===== src/rtl/cpu_sequencer.sv =====
// Instruction sequencer for the 4-bit CPU: fetches from program ROM, decodes,
// drives register-file load strobes and write data, and owns the PC and carry flag.
module cpu_sequencer #(
   parameter logic [3:0] PC_RESET = 4'd0
) (
   input  logic       clk_cpu,
   input  logic       reset,
   input  logic       run,
   input  logic       step,
   output logic [3:0] rom_addr,
   input  logic [7:0] rom_data,
   input  logic [3:0] reg_a,
   input  logic [3:0] reg_b,
   input  logic [3:0] in_port,
   output logic       load_a,
   output logic       load_b,
   output logic       load_out,
   output logic [3:0] dat_wr,
   output logic       carry,
   output logic [1:0] state
);

   localparam int unsigned DW = 4;

   localparam logic [1:0] ST_FETCH  = 2'd0;
   localparam logic [1:0] ST_DECODE = 2'd1;
   localparam logic [1:0] ST_EXEC   = 2'd2;

   localparam logic [3:0] OP_ADD_A  = 4'b0000;
   localparam logic [3:0] OP_MOV_AB = 4'b0001;
   localparam logic [3:0] OP_IN_A   = 4'b0010;
   localparam logic [3:0] OP_MOV_AI = 4'b0011;
   localparam logic [3:0] OP_MOV_BA = 4'b0100;
   localparam logic [3:0] OP_ADD_B  = 4'b0101;
   localparam logic [3:0] OP_IN_B   = 4'b0110;
   localparam logic [3:0] OP_MOV_BI = 4'b0111;
   localparam logic [3:0] OP_OUT_B  = 4'b1001;
   localparam logic [3:0] OP_OUT_I  = 4'b1011;
   localparam logic [3:0] OP_JNC    = 4'b1110;
   localparam logic [3:0] OP_JMP    = 4'b1111;

   logic [1:0]    state_nxt;
   logic [DW-1:0] pc, pc_nxt;
   logic [7:0]    ir, ir_nxt;
   logic          carry_nxt;
   logic [DW-1:0] dat_wr_nxt;
   logic          load_a_nxt, load_b_nxt, load_out_nxt;
   // next PC and carry are resolved in DECODE and committed at the end of EXEC
   logic [DW-1:0] npc_q, npc_nxt;
   logic          ncarry_q, ncarry_nxt;

   logic [DW-1:0] opcode, imm, pc_inc;
   logic [DW:0]   sum_a, sum_b;

   assign opcode   = ir[7:4];
   assign imm      = ir[3:0];
   assign pc_inc   = pc + DW'(1);
   assign sum_a    = {1'b0, reg_a} + {1'b0, imm};
   assign sum_b    = {1'b0, reg_b} + {1'b0, imm};
   assign rom_addr = pc;

   // state and registered outputs
   always_ff @(posedge clk_cpu) begin
      if (reset) begin
         state    <= ST_FETCH;
         pc       <= PC_RESET;
         ir       <= 8'h00;
         carry    <= 1'b0;
         dat_wr   <= '0;
         load_a   <= 1'b0;
         load_b   <= 1'b0;
         load_out <= 1'b0;
         npc_q    <= PC_RESET;
         ncarry_q <= 1'b0;
      end else begin
         state    <= state_nxt;
         pc       <= pc_nxt;
         ir       <= ir_nxt;
         carry    <= carry_nxt;
         dat_wr   <= dat_wr_nxt;
         load_a   <= load_a_nxt;
         load_b   <= load_b_nxt;
         load_out <= load_out_nxt;
         npc_q    <= npc_nxt;
         ncarry_q <= ncarry_nxt;
      end
   end

   // next-state, decode and commit logic
   always_comb begin
      state_nxt    = state;
      pc_nxt       = pc;
      ir_nxt       = ir;
      carry_nxt    = carry;
      dat_wr_nxt   = dat_wr;
      load_a_nxt   = 1'b0;
      load_b_nxt   = 1'b0;
      load_out_nxt = 1'b0;
      npc_nxt      = npc_q;
      ncarry_nxt   = ncarry_q;

      case (state)
         ST_FETCH: begin
            if (run || step) begin
               ir_nxt    = rom_data;
               state_nxt = ST_DECODE;
            end
         end
         ST_DECODE: begin
            state_nxt  = ST_EXEC;
            npc_nxt    = pc_inc;
            ncarry_nxt = 1'b0;
            dat_wr_nxt = '0;
            case (opcode)
               OP_ADD_A: begin
                  dat_wr_nxt = sum_a[DW-1:0];
                  ncarry_nxt = sum_a[DW];
                  load_a_nxt = 1'b1;
               end
               OP_ADD_B: begin
                  dat_wr_nxt = sum_b[DW-1:0];
                  ncarry_nxt = sum_b[DW];
                  load_b_nxt = 1'b1;
               end
               OP_MOV_AI: begin
                  dat_wr_nxt = imm;
                  load_a_nxt = 1'b1;
               end
               OP_MOV_BI: begin
                  dat_wr_nxt = imm;
                  load_b_nxt = 1'b1;
               end
               OP_MOV_AB: begin
                  dat_wr_nxt = reg_b;
                  load_a_nxt = 1'b1;
               end
               OP_MOV_BA: begin
                  dat_wr_nxt = reg_a;
                  load_b_nxt = 1'b1;
               end
               OP_IN_A: begin
                  dat_wr_nxt = in_port;
                  load_a_nxt = 1'b1;
               end
               OP_IN_B: begin
                  dat_wr_nxt = in_port;
                  load_b_nxt = 1'b1;
               end
               OP_OUT_B: begin
                  dat_wr_nxt   = reg_b;
                  load_out_nxt = 1'b1;
               end
               OP_OUT_I: begin
                  dat_wr_nxt   = imm;
                  load_out_nxt = 1'b1;
               end
               OP_JMP: npc_nxt = imm;
               // carry here is still the value left by the previous instruction
               OP_JNC: if (!carry) npc_nxt = imm;
               default: ;
            endcase
         end
         ST_EXEC: begin
            pc_nxt    = npc_q;
            carry_nxt = ncarry_q;
            state_nxt = ST_FETCH;
         end
         default: state_nxt = ST_FETCH;
      endcase
   end

endmodule


===== config.mk =====
export PLATFORM = sky130hd
export DESIGN_NAME = cpu_sequencer
export DESIGN_NICKNAME = d
export VERILOG_FILES = /design/src/rtl/cpu_sequencer.sv
export SDC_FILE = /design/constraint.sdc
export NUM_CORES = 1
export LEC_CHECK = 0
export CORE_MARGIN = 4
export CORE_UTILIZATION = 43
export DETAILED_ROUTE_END_ITERATION = 8
export GPL_ROUTABILITY_DRIVEN = 0
export PLACE_DENSITY = 0.71
export SLEW_MARGIN = 20
export SYNTH_ARGS = -nofsm -noshare
export SYNTH_HDL_FRONTEND = slang
export SYNTH_SLANG_ARGS = --single-unit

===== constraint.sdc =====
create_clock -name clk_cpu -period 2.6 [get_ports clk_cpu]
set_clock_uncertainty 0.1 [all_clocks]
set_input_delay 0.52 -clock clk_cpu [delete_from_list [all_inputs] [get_ports clk_cpu]]
set_output_delay 0.52 -clock clk_cpu [all_outputs]
set_load 0.01 [all_outputs]

==> results of run 1 <==
-- routing by layer --
metal / vias up / track usage
li1: 676 / -
met5: - / 0
met4: 0 / 0.0397
met2: 39 / 0.277
met1: 643 / 0.229
met3: 4 / 0.0411
-- report_power, final --
part | internal (mW) | switching, mW | leakage (nW) | total, mW
Sequential | 0.438 | 0.0419 | 0.221 | 0.480
Clock | 0.0601 | 0.117 | 0.0150 | 0.178
Combinational | 0.135 | 0.110 | 0.544 | 0.245
Total | 0.633 | 0.269 | 0.779 | 0.902
-- kinds of logic after synthesis --
| family | count (synthesis) | synth area share |
|---|---|---|
| buffers and inverters | 18 | 0.0568 |
| XOR/XNOR | 6 | 0.0336 |
| AND/OR/NAND/NOR | 56 | 0.194 |
| multiplexers | 17 | 0.109 |
| AO/OA/AOI/OAI | 37 | 0.164 |
| adder cells (fa/ha/maj) | 11 | 0.0975 |
| flip-flops | 27 | 0.345 |
-- final cells by class --
type	count	area [um^2]
multi-input cells	127	936
inverters	7	26.3
fillers	319	1440
repair buffers	39	385
clock buffers	4	26.3
flip-flops and latches	27	541
well taps	46	57.6
-- registers in the layout (all words and copies together), names as in the netlist --
register	flops
load_b	1
state	2
load_out	1
ir	8
load_a	1
dat_wr	4
ncarry_q	1
rom_addr	4
carry	1
npc_q	4
-- through the flow --
stage                     setup TNS (ns)  power [mW]
after floorplan                        0       0.642
after global placement                 0       0.725
after detailed placement         -0.0429       0.733
after CTS                              0       0.905
after global routing                   0       0.956
final                                  0       0.902
-- placed cells by master, fill, tap and decap left out, types with 3 or more instances in the layout --
cell                              count
sky130_fd_sc_hd__clkdlybuf4s50_1     37
sky130_fd_sc_hd__dfxtp_1             27
sky130_fd_sc_hd__nor2_1              21
sky130_fd_sc_hd__mux2i_1             17
sky130_fd_sc_hd__nand2_1             11
sky130_fd_sc_hd__ha_1                 9
sky130_fd_sc_hd__o21ai_0              8
sky130_fd_sc_hd__inv_1                7
sky130_fd_sc_hd__a21oi_1              6
sky130_fd_sc_hd__xnor2_1              5
sky130_fd_sc_hd__nand2b_1             4
sky130_fd_sc_hd__nor2b_1              4
sky130_fd_sc_hd__nand3_1              3
sky130_fd_sc_hd__a22o_1               3
sky130_fd_sc_hd__a221oi_1             3
sky130_fd_sc_hd__nor4_1               3
sky130_fd_sc_hd__clkbuf_4             3
-- worst max-delay path: stages --
cell and delay [ns]:
sky130_fd_sc_hd__clkdlybuf4s50_1 0.49, sky130_fd_sc_hd__ha_1 0.17, sky130_fd_sc_hd__inv_1 0.05, sky130_fd_sc_hd__fa_1 0.40, sky130_fd_sc_hd__xnor2_1 0.14, sky130_fd_sc_hd__a222oi_1 0.33, sky130_fd_sc_hd__a21boi_0 0.25, sky130_fd_sc_hd__o21ai_1 0.08
-- final timing paths --
kind	start	to	slack, ns	depth (start not counted)
worst max register to register	ir[0]	dat_wr[2]	0.43	7
worst min register to register	dat_wr[2]	dat_wr[2]	0.36	2
worst min-delay path	dat_wr[2]	dat_wr[2]	0.36	2
worst max-delay path	reg_b[0]	dat_wr[2]	0.29	8
==> impl_results.md, run 1 <==
- Number of distinct library cells after synthesis: 42
- Area of the core: approximately 3400 um^2
- Number of setup violations in the final report: 0
- Utilization after layout: 0.577
- Vertical extent of the die: 68.3 um
- Min cycle time layout: 2.31 ns
- Sum of net half-perimeters after detailed placement: a little under 3000 um
- Total met3 wirelength after detailed routing: 234 um
- Hold-fix buffer count after cts: 0
- Number of slew-limit violations in the final report: 0
- ANT nets after route: 0
- Maximum buffer depth of the clock tree: 2
- Number of antenna violations at the first check in global routing: 0
- Length of routed met2 wiring: 1740 um
- Count of non-filler cells in the finished layout: 250
- Maximum vdd drop: 0.310 mV
- Standard cell area after detailed placement: 1950 um^2
- Post-CTS setup buffer count: 0
- CTS buffer count: 3
- TritonCTS clock tree: built
- Maximum number of pins on one net before global-route repair: 18
- Number of warning messages in the yosys log: 0
- Clock root buffer: sky130_fd_sc_hd__clkbuf_4
- Final routed wirelength across all metal layers: 3690 um
- Clock-pin transition on the worst setup and hold timing paths: 0.13 ns
- Area delta synth->final: 26.0%
- Die X-Extent: between 60 and 70 um
- Place WS: -0.0429 ns
- Detailed router's first-iteration violation count: 59
- Post-synthesis instance total: 172
- Number of maximum-capacitance violations: 0
- Top layer used by detailed routing: met4
- Cell type contributing the most total cell area after synthesis: sky130_fd_sc_hd__dfxtp_1
- Average cell area after synthesis: just over 9 um^2
- Setup ws final: just under 0.3 ns
- Peak clock frequency supported by timing: 433 MHz
- Wire length the detailed router placed on met1: 1680 um
- Vias in the first global route: 1328
- Portion of the clock cycle consumed by the worst path in the final layout: 0.887
- H-Tree Depth: 1
- Portion of synthesized cell area occupied by the leading cell type: 0.345
- Vias per std cell: 5.45
- Outcome: finished clean
- Pwr/cell area: 458 nW/um^2
- Wire length of the first global-routing pass: 6130 um
- Final hold violation count: 0
- Routed length per placed instance: around 15 um
- Count of antenna diodes in the layout: 0
- Effective utilization at floorplan: 0.458
- Tightest slew margin relative to the limit: 0.533
- Overall die area: between 4000 and 5000 um^2
- Share of layout cells above drive strength 1: 0.0490
- Post-synthesis sequential element count: 27
- Static Leak: 0.779 nW
- Synth async-reset ratio: 0
- Largest cells by area after synthesis: sky130_fd_sc_hd__dfxtp_1 35%, sky130_fd_sc_hd__mux2i_1 11%, sky130_fd_sc_hd__ha_1 7.2%
- Row count: 21
- Global Route Usage Sum: 0.171
- Gr ovfl total: 0
- Total via count after detailed routing: 1362
- EDFF count, synth: 0
- Highest net fanout along the worst path: 2
- Post-route cell area: between 1500 and 2000 um^2
- Share of the yosys chip area belonging to registers: 0.345
- Slew at the pin with the worst max-slew slack: 0.700 ns
- Most common library cells after synthesis: 27 x sky130_fd_sc_hd__dfxtp_1, 21 x sky130_fd_sc_hd__nor2_1, 17 x sky130_fd_sc_hd__mux2i_1
- Number of resized instances in the post-cts repair step: 0
- Number of remaining DRC errors: 0
- Clk sinks: 27
- Hold slack final: 0.360 ns
- Most common cell in the netlist: sky130_fd_sc_hd__dfxtp_1
- Critical path class: input port to flop
- Placed Instances: approximately 250
- Drt pass-1 iters: 4
- Io pins: 38
- Synth Net Count: approximately 210
- Final #Nets: 240
- Startpoint kind of the worst setup timing path: input port
- Worst-skew pair later-pin latency: roughly 0.32 ns
- Class of the most critical hold timing path: flop to flop
- Most frequently used flop master after synthesis: sky130_fd_sc_hd__dfxtp_1
- Crit path DAT: 2.44 ns
- Required time at the worst-slack endpoint: 2.73 ns
- Count of port buffers added during placement: 37
- RSZ-0062 raised after global routing: no
- Post-synth design cell area: approximately 1600 um^2
- Kind of end point of the critical path: flop
No activity file was read; power rests on OpenSTA's default activity.
==> inputs of run 2 (changes only) <==
- CORE_MARGIN: 4 -> unset
- CTS_CLUSTER_DIAMETER: unset -> 40
==> run 2 against run 1 <==
Critical path depth unchanged. Wire length down 1.8%. Highest routed layer unchanged. Die area down 17%. Flip-flop and latch count unchanged. First-iteration DRC count up 46%. Sequential power about the same.
==> impl_results.md, run 2 (synthesis results as in run 1) <==
- Crit path DAT: 2.39 ns (-0.05 ns)
- Area of the core: 3420 um^2 (unchanged)
- Worst-skew pair later-pin latency: 0.32 ns (about the same)
- Area delta synth->final: 25.5%
- Detailed router's first-iteration violation count: 86 (+46%)
- Number of slew-limit violations in the final report: 0 (unchanged)
- Count of port buffers added during placement: 37 (unchanged)
- Kind of end point of the critical path: flop
- H-Tree Depth: 1 (unchanged)
- Routed length per placed instance: 14.5 um (-1.4%)
- Sw Share: 0.304 (+0.00510)
- Register bank with the most flops: ir
- Total via count after detailed routing: 1366 (+0.29%)
- Number of setup violations in the final report: 0 (unchanged)
- Cell Int Power: 0.632 mW (-0.21%)
- Min cycle time layout: 2.26 ns (-0.0453 ns)
- Clock root buffer: sky130_fd_sc_hd__clkbuf_4
- Number of remaining DRC errors: 0 (unchanged)
- Vertical extent of the die: 62.3 um (-8.8%)
- Accumulated negative setup slack: 0 ns (unchanged)
- Count of non-filler cells in the finished layout: 249 (-0.40%)
- Most common library cell in the layout ignoring fill and taps: sky130_fd_sc_hd__clkdlybuf4s50_1
- Static Leak: 0.774 nW (-0.67%)
- Wire length of the first global-routing pass: 6040 um (-1.5%)
- Number of resized instances in the post-cts repair step: 0 (unchanged)
- Hold slack final: 0.362 ns (+0.00195 ns)
- Sum of net half-perimeters after detailed placement: 2730 um (-5.7%)
- Required time at the worst-slack endpoint: 2.73 ns (about the same)
- ANT nets after route: 0 (unchanged)
- Clk network pwr share: 0.200 (+0.003)
- Utilization after layout: 0.575 (-0.00220)
- Final #Nets: 239 (-0.42%)
- Sequential group share of total power: 0.531 (about the same)
- Logic gate share of total power: 0.268 (-0.003)
- Maximum number of pins on one net before global-route repair: 20 (+2)
- Gr ovfl total: 0 (unchanged)
- Register area: 541 um^2 (unchanged)
- TritonCTS clock tree: built
- RSZ-0062 raised after global routing: no
- Highest net fanout along the worst path: 2 (unchanged)
- Effective utilization at floorplan: 0.458 (unchanged)
- Slew at the pin with the worst max-slew slack: 0.720 ns (+0.0205 ns)
- Tightest slew margin relative to the limit: 0.519 (-0.0134)
- Portion of the clock cycle consumed by the worst path in the final layout: 0.870 (-0.0174)
- Io pins: 38 (unchanged)
- Clk sinks: 27 (unchanged)
- Number of flip-flops under the largest register name: 8 (unchanged)
- Drt pass-1 iters: 4 (unchanged)
- Post-CTS setup buffer count: 0 (unchanged)
- Count of antenna diodes in the layout: 0 (unchanged)
- Die X-Extent: 62.3 um (-8.8%)
- Placed Instances: 245 (-0.41%)
- Combined area of the multi-input logic cells: 936 um^2 (unchanged)
- Final routed wirelength across all metal layers: 3620 um (-1.8%)
- Overall die area: 3890 um^2 (-17%)
- Critical path class: input port to flop
- Final hold violation count: 0 (unchanged)
- Clock-pin transition on the worst setup and hold timing paths: 0.14 ns (about the same)
- CTS buffer count: 3 (unchanged)
- Maximum buffer depth of the clock tree: 2 (unchanged)
- Startpoint kind of the worst setup timing path: input port
- Share of layout cells above drive strength 1: 0.0443 (-0.00468)
- Vias in the first global route: 1341 (+0.98%)
- Outcome: finished clean
- Peak clock frequency supported by timing: 442 MHz (+2.0%)
- Number of maximum-capacitance violations: 0 (unchanged)
- Power consumption: 0.907 mW (+0.52%)
- Filler Cells Inserted: 321 (+0.63%)
- Maximum vdd drop: 0.274 mV (-12%)
- Hold-fix buffer count after cts: 0 (unchanged)
- Class of the most critical hold timing path: flop to flop
- Psw: 0.275 mW (+2.2%)
- Number of antenna violations at the first check in global routing: 0 (unchanged)
- Global Route Usage Sum: 0.195 (+0.0242)
- Most frequent cells in the layout: 37 x sky130_fd_sc_hd__clkdlybuf4s50_1, 27 x sky130_fd_sc_hd__dfxtp_1, 21 x sky130_fd_sc_hd__nor2_1
- Pwr/cell area: 462 nW/um^2 (+0.90%)
- Vias per std cell: 5.49 (+0.70%)
- Row count: 21 (unchanged)
## run 2: changes by cell type in the layout (fill, tap and decap cells not counted), sizes merged
cell	delta
buf	-1
## run 2: layout make-up
| type | instances | share of cell area |
|---|---|---|
| Sequential cell | 27 | 0.275 |
| Timing Repair Buffer | 38 | 0.192 |
| Tap cell | 46 | 0.0293 |
| Clock buffer | 4 | 0.0134 |
| Inverter | 7 | 0.0134 |
| Multi-Input combinational cell | 127 | 0.476 |
## run 2: through the flow
stage / setup slack [ns] / instance area (um^2)
2_1_floorplan: 0.610 / 1570
3_3_place_gp: 0.0360 / 1940
4_1_cts: 0.325 / 1960
6_report: 0.338 / 1960
3_5_place_dp: -0.0285 / 1940
5_1_grt: 0.234 / 1960
## run 2: layer usage
metal | vias up | track usage | part of all wire
li1 | 678 | - | -
met1 | 639 | 0.250 | 0.47
met2 | 42 | 0.330 | 0.47
met3 | 7 | 0.0386 | 0.047
met4 | 0 | 0.0581 | 0.017
met5 | - | 0 | 0
## run 2: worst max-delay path, stage by stage
cell                              delay [ns]
sky130_fd_sc_hd__clkdlybuf4s50_1        0.48
sky130_fd_sc_hd__ha_1                   0.17
sky130_fd_sc_hd__inv_1                  0.05
sky130_fd_sc_hd__fa_1                   0.39
sky130_fd_sc_hd__xnor2_1                0.14
sky130_fd_sc_hd__a222oi_1               0.31
sky130_fd_sc_hd__a21boi_0               0.25
sky130_fd_sc_hd__o21ai_1                0.08
## run 2: path summary, 6_finish.rpt
path	from	end	slack (ns)	cells past startpoint
max reg2reg	ir[0]	dat_wr[2]	0.48	7
max	reg_b[0]	dat_wr[2]	0.34	8
min reg2reg	dat_wr[2]	dat_wr[2]	0.36	2
min	dat_wr[2]	dat_wr[2]	0.36	2
## run 2: power by group through the flow
stage | logic [mW] | registers, mW | clock network [mW]
2_1_floorplan | 0.172 | 0.470 | 0
3_3_place_gp | 0.233 | 0.489 | 0
5_1_grt | 0.270 | 0.486 | 0.211
3_5_place_dp | 0.243 | 0.490 | 0
6_report | 0.243 | 0.482 | 0.181
4_1_cts | 0.244 | 0.481 | 0.186
